===== src/rtl/s38417_phase_bank.sv =====
// Three-phase one-hot sequencer feeding a 14-channel x 3-slot flag bank, with
// per-frame capture of the downstream cone result and a saturating match counter.
module s38417_phase_bank #(
    parameter int NCH  = 14,
    parameter int CNTW = 8
) (
    input  logic              CK,
    input  logic              RST,
    input  logic              start,
    input  logic              stop,
    input  logic              clr,
    input  logic [NCH-1:0]    din,
    input  logic              din_valid,
    output logic              din_ready,
    output logic [2:0]        sel,
    output logic [3*NCH-1:0]  bank,
    input  logic              cap_in,
    output logic              frame_done,
    output logic              cap_q,
    output logic [CNTW-1:0]   match_cnt,
    output logic              busy
);

    typedef enum logic {
        IDLE,
        RUN
    } state_t;

    localparam logic [CNTW-1:0] CNT_MAX = '1;

    state_t state;
    logic   stop_pend;
    logic   accept;
    logic   frame_end;

    assign din_ready = (state == RUN);
    assign busy      = (state == RUN);
    assign accept    = din_valid & din_ready;
    assign frame_end = accept & sel[2];

    always_ff @(posedge CK or posedge RST) begin
        if (RST) begin
            state      <= IDLE;
            sel        <= 3'b000;
            stop_pend  <= 1'b0;
            bank       <= '0;
            frame_done <= 1'b0;
            cap_q      <= 1'b0;
            match_cnt  <= '0;
        end else begin
            frame_done <= frame_end;

            case (state)
                IDLE: begin
                    if (start) begin
                        state <= RUN;
                        sel   <= 3'b001;
                    end
                end
                RUN: begin
                    if (stop) begin
                        stop_pend <= 1'b1;
                    end
                    // A stop seen on the frame-closing accept itself still ends the run here.
                    if (accept) begin
                        if (sel[2]) begin
                            if (stop_pend || stop) begin
                                state     <= IDLE;
                                sel       <= 3'b000;
                                stop_pend <= 1'b0;
                            end else begin
                                sel <= 3'b001;
                            end
                        end else begin
                            sel <= {sel[1:0], 1'b0};
                        end
                    end
                end
                default: begin
                    state <= IDLE;
                    sel   <= 3'b000;
                end
            endcase

            if (clr) begin
                bank <= '0;
            end else if (accept) begin
                for (int c = 0; c < NCH; c++) begin
                    for (int p = 0; p < 3; p++) begin
                        if (sel[p]) begin
                            bank[3*c+p] <= din[c];
                        end
                    end
                end
            end

            // The cone result is only meaningful once the whole frame is in the bank.
            if (clr) begin
                cap_q     <= 1'b0;
                match_cnt <= '0;
            end else if (frame_done) begin
                cap_q <= cap_in;
                if (cap_in && (match_cnt != CNT_MAX)) begin
                    match_cnt <= match_cnt + 1'b1;
                end
            end
        end
    end

endmodule


===== config.mk =====
export PLATFORM = sky130hd
export DESIGN_NAME = s38417_phase_bank
export DESIGN_NICKNAME = d
export VERILOG_FILES = /design/src/rtl/s38417_phase_bank.sv
export SDC_FILE = /design/constraint.sdc
export NUM_CORES = 1
export LEC_CHECK = 0
export BUFFER_PORTS_ARGS = -buffer_cell sky130_fd_sc_hd__buf_2
export CAP_MARGIN = 0
export CORE_MARGIN = 2
export CORE_UTILIZATION = 50
export CTS_CLUSTER_DIAMETER = 150
export DETAILED_ROUTE_END_ITERATION = 7
export PLACE_DENSITY_LB_ADDON = 0.12
export SKIP_LAST_GASP = 1
export SLEW_MARGIN = 30
export SYNTH_ARGS = -nofsm -noshare
export SYNTH_HDL_FRONTEND = slang
export SYNTH_SLANG_ARGS = --single-unit

===== constraint.sdc =====
create_clock -name CK -period 1.7 [get_ports CK]
set_input_delay 0.17 -clock CK [delete_from_list [all_inputs] [get_ports CK]]
set_output_delay 0.17 -clock CK [all_outputs]
set_load 0.005 [all_outputs]

==> impl_metrics.env <==
export IMPL_status="completed"
export IMPL_ys_seq_elements=57
export IMPL_postCtsSetupRepairBufs=0
export IMPL_antenna_cells=0
export IMPL_fin_skew_ns=0.00304
export IMPL_internal_power_uw=2490
export IMPL_crit_type="flop to flop"
export IMPL_htree_num_levels=3
export IMPL_powerDensity_nw_per_um2=1150
export IMPL_fin_crit_sh=0.944
export IMPL_grt_pass1_vias=1979
export IMPL_synth_area_sq_um=2500
export IMPL_root_buffer="clkbuf_8"
export IMPL_setup_viol=0
export IMPL_p_sw_frac=0.309
export IMPL_hold_viol_final=0
export IMPL_port_buffers=77
export IMPL_tritoncts="done"
export IMPL_p_clk_frac=0.311
export IMPL_chipWidth_microns=74.7
export IMPL_hpwl_microns=4080
export IMPL_syn_inst=263
export IMPL_first_pass_iters=4
export IMPL_fin_cells=416
export IMPL_required_ns=1.90
export IMPL_drc=0
export IMPL_gr_total_overflow=0
export IMPL_period_needed_ns=1.60
export IMPL_gp_congestion=0.826
export IMPL_antenna_left=0
export IMPL_first_iter_violations=215
export IMPL_core_area_sq_um=4790
export IMPL_r2r_cells=4
export IMPL_grt_util_all_layers=0.229
export IMPL_r2r_setup_slack_ns=0.1
export IMPL_peakVddDrop_mv=0.744
export IMPL_relSlewSlack=0.785
export IMPL_nets=366
export IMPL_ys_warn_count=0
export IMPL_seq_power_share=0.470
export IMPL_grt_antenna_before_repair=0
export IMPL_power_leakage_uw=0.00156
export IMPL_end_kind="flop"
export IMPL_switching_power_uw=1110
export IMPL_syn_nets=285
export IMPL_ios=78
export IMPL_synth_avg_cell_area_sq_um=9.50
export IMPL_layout_cells_most_common="nand2_1"
export IMPL_die_height_microns=74.7
export IMPL_crit_start="match_cnt[0]"
export IMPL_final_cell_mix="88 x nand2_1, 77 x buf_2, 57 x dfrtp_1"
export IMPL_layout_drive_gt1_share=0.327
export IMPL_min_from="start"
export IMPL_clock_sinks=57
export IMPL_worst_ep_arrival_time_ns=1.81
export IMPL_r2r_end="match_cnt[3]"
export IMPL_row_count=25
export IMPL_maxSlewViolCount=0
export IMPL_synth_cell_types=36
export IMPL_start_util=0.522
export IMPL_crit_end="match_cnt[3]"
export IMPL_r2r_start="match_cnt[0]"
export IMPL_grt_max_degree=58
export IMPL_viasPerCell=5.12
export IMPL_syn_to_final_growth_pct=25.2
export IMPL_rsz0062_at_grt="false"
export IMPL_dr_total_vias=2129
export IMPL_cts_buffer_depth=2
export IMPL_tightestPinTransition_ns=0.322
export IMPL_drv_cap=0
export IMPL_clock_latency_ns=0.32
export IMPL_fmax_ghz=0.623
export IMPL_min_delay_path_class="input port to flop"
export IMPL_numCtsBuffers=9
export IMPL_placedCellCount=399
export IMPL_wl_per_cell_microns=14.2
export IMPL_clk_pin_slew_worst_paths_ns=0.06
export IMPL_drt_total_wl_microns=5930
export IMPL_grt_pass1_wl_microns=9590
export IMPL_die_area_sq_um=5580
export IMPL_ys_seq_area_frac=0.571
export IMPL_crit_path_max_fanout=6
export IMPL_combPwrFrac=0.220
export IMPL_finalSetupTns_ns=0
export IMPL_startpoint_type="flop"
-- cell type report --
| cell class | instances | area (sq um) |
|---|---|---|
| Fill cell | 409 | 1660 |
| Sequential cell | 57 | 1430 |
| Multi-Input combinational cell | 185 | 956 |
| Timing Repair Buffer | 86 | 468 |
| Clock buffer | 14 | 163 |
| Tap cell | 67 | 83.8 |
| Inverter | 5 | 18.8 |
| Clock inverter | 2 | 12.5 |
-- power groups by stage --
stage	sequential [uW]	clock, uW	combinational [uW]
after CTS	1690	1130	804
after global placement	1710	0	788
after floorplan	1700	0	493
final	1690	1120	791
after detailed placement	1710	0	801
after global routing	1720	1190	901
-- per-stage QoR --
step / hold slack (ns) / cell area [sq um] / setup WS [ns] / power (uW) / utilization
2_1_floorplan: 0.301 / 2500 / 0.130 / 2190 / -
3_3_place_gp: 0.254 / 2940 / 0.172 / 2490 / 0.615
3_5_place_dp: 0.252 / 2940 / 0.119 / 2510 / 0.615
4_1_cts: 0.0834 / 3130 / 0.108 / 3620 / 0.654
5_1_grt: 0.0873 / 3130 / 0.0519 / 3820 / 0.654
6_report: 0.0899 / 3130 / 0.0955 / 3600 / 0.654
-- synthesized netlist by cell type --
master	instances	area share
a211oi_2	2	0.010
a21oi_1	47	0.094
a21oi_2	2	0.0070
a22o_1	2	0.0070
a41oi_1	1	0.0035
and3_1	2	0.0050
and3_4	1	0.0045
and4_4	1	0.0045
buf_1	1	0.0015
buf_2	6	0.012
buf_4	2	0.0060
buf_6	3	0.014
clkbuf_1	4	0.0060
dfrtp_1	57	0.57
ha_1	1	0.0050
inv_1	4	0.0060
inv_2	1	0.0015
mux2_1	1	0.0045
mux2_2	1	0.0045
mux2_4	3	0.018
mux2i_1	2	0.0080
nand2_1	88	0.13
nand2_2	1	0.0025
nand2b_1	3	0.0075
nand3_1	4	0.0080
nand3_2	2	0.0080
nand4_1	2	0.0050
nor2_1	8	0.012
nor2b_1	4	0.010
nor3_1	1	0.0020
nor3b_1	1	0.0030
nor4_1	1	0.0025
nor4_2	1	0.0050
nor4b_1	1	0.0035
o21ai_0	1	0.0020
o22a_1	1	0.0035
-- sequential cells by signal, indices dropped and copies added, names as in the netlist --
| name | count |
|---|---|
| sel | 3 |
| bank | 42 |
| frame_done | 1 |
| cap_q | 1 |
| busy | 1 |
| stop_pend | 1 |
| match_cnt | 8 |
-- worst min path at each step --
stage | to | depth (start not counted)
6_report | busy | 2
5_1_grt | busy | 2
4_1_cts | busy | 2
3_5_place_dp | bank[19] | 3
3_3_place_gp | bank[19] | 3
2_1_floorplan | bank[0] | 2
-- cell families (layout without fill, tap and decap cells) --
logic type / after synthesis / count (layout) / share of synthesized area
AND/OR/NAND/NOR: 121 / 121 / 0.215
flip-flops: 57 / 57 / 0.571
AO/OA/AOI/OAI: 56 / 56 / 0.127
buffers and inverters: 21 / 107 / 0.0466
multiplexers: 7 / 7 / 0.0351
adder cells (fa/ha/maj): 1 / 1 / 0.00501
-- worst max-delay path, stage by stage, from the launching register on --
cell	delay (ns)
dfrtp_1	0.44
ha_1	0.28
and4_4	0.24
a211oi_2	0.21
mux2_4	0.32
-- metal layers --
layer | wire length [microns] | part of all wire | GRT usage | vias up
li1 | - | - | - | 1033
met1 | 2820 | 0.48 | 0.345 | 1003
met2 | 2630 | 0.44 | 0.317 | 85
met3 | 408 | 0.069 | 0.0669 | 8
met4 | 63 | 0.011 | 0.0833 | 0
met5 | 0 | 0 | 0 | -
-- repair_timing --
action                                 in CTS  in global routing
resized for setup                           0                  0
setup endpoints to repair                   0                  0
endpoints found under the hold margin      57                  0
hold buffers                                1                  0
Power figures use the tool's default switching activity.
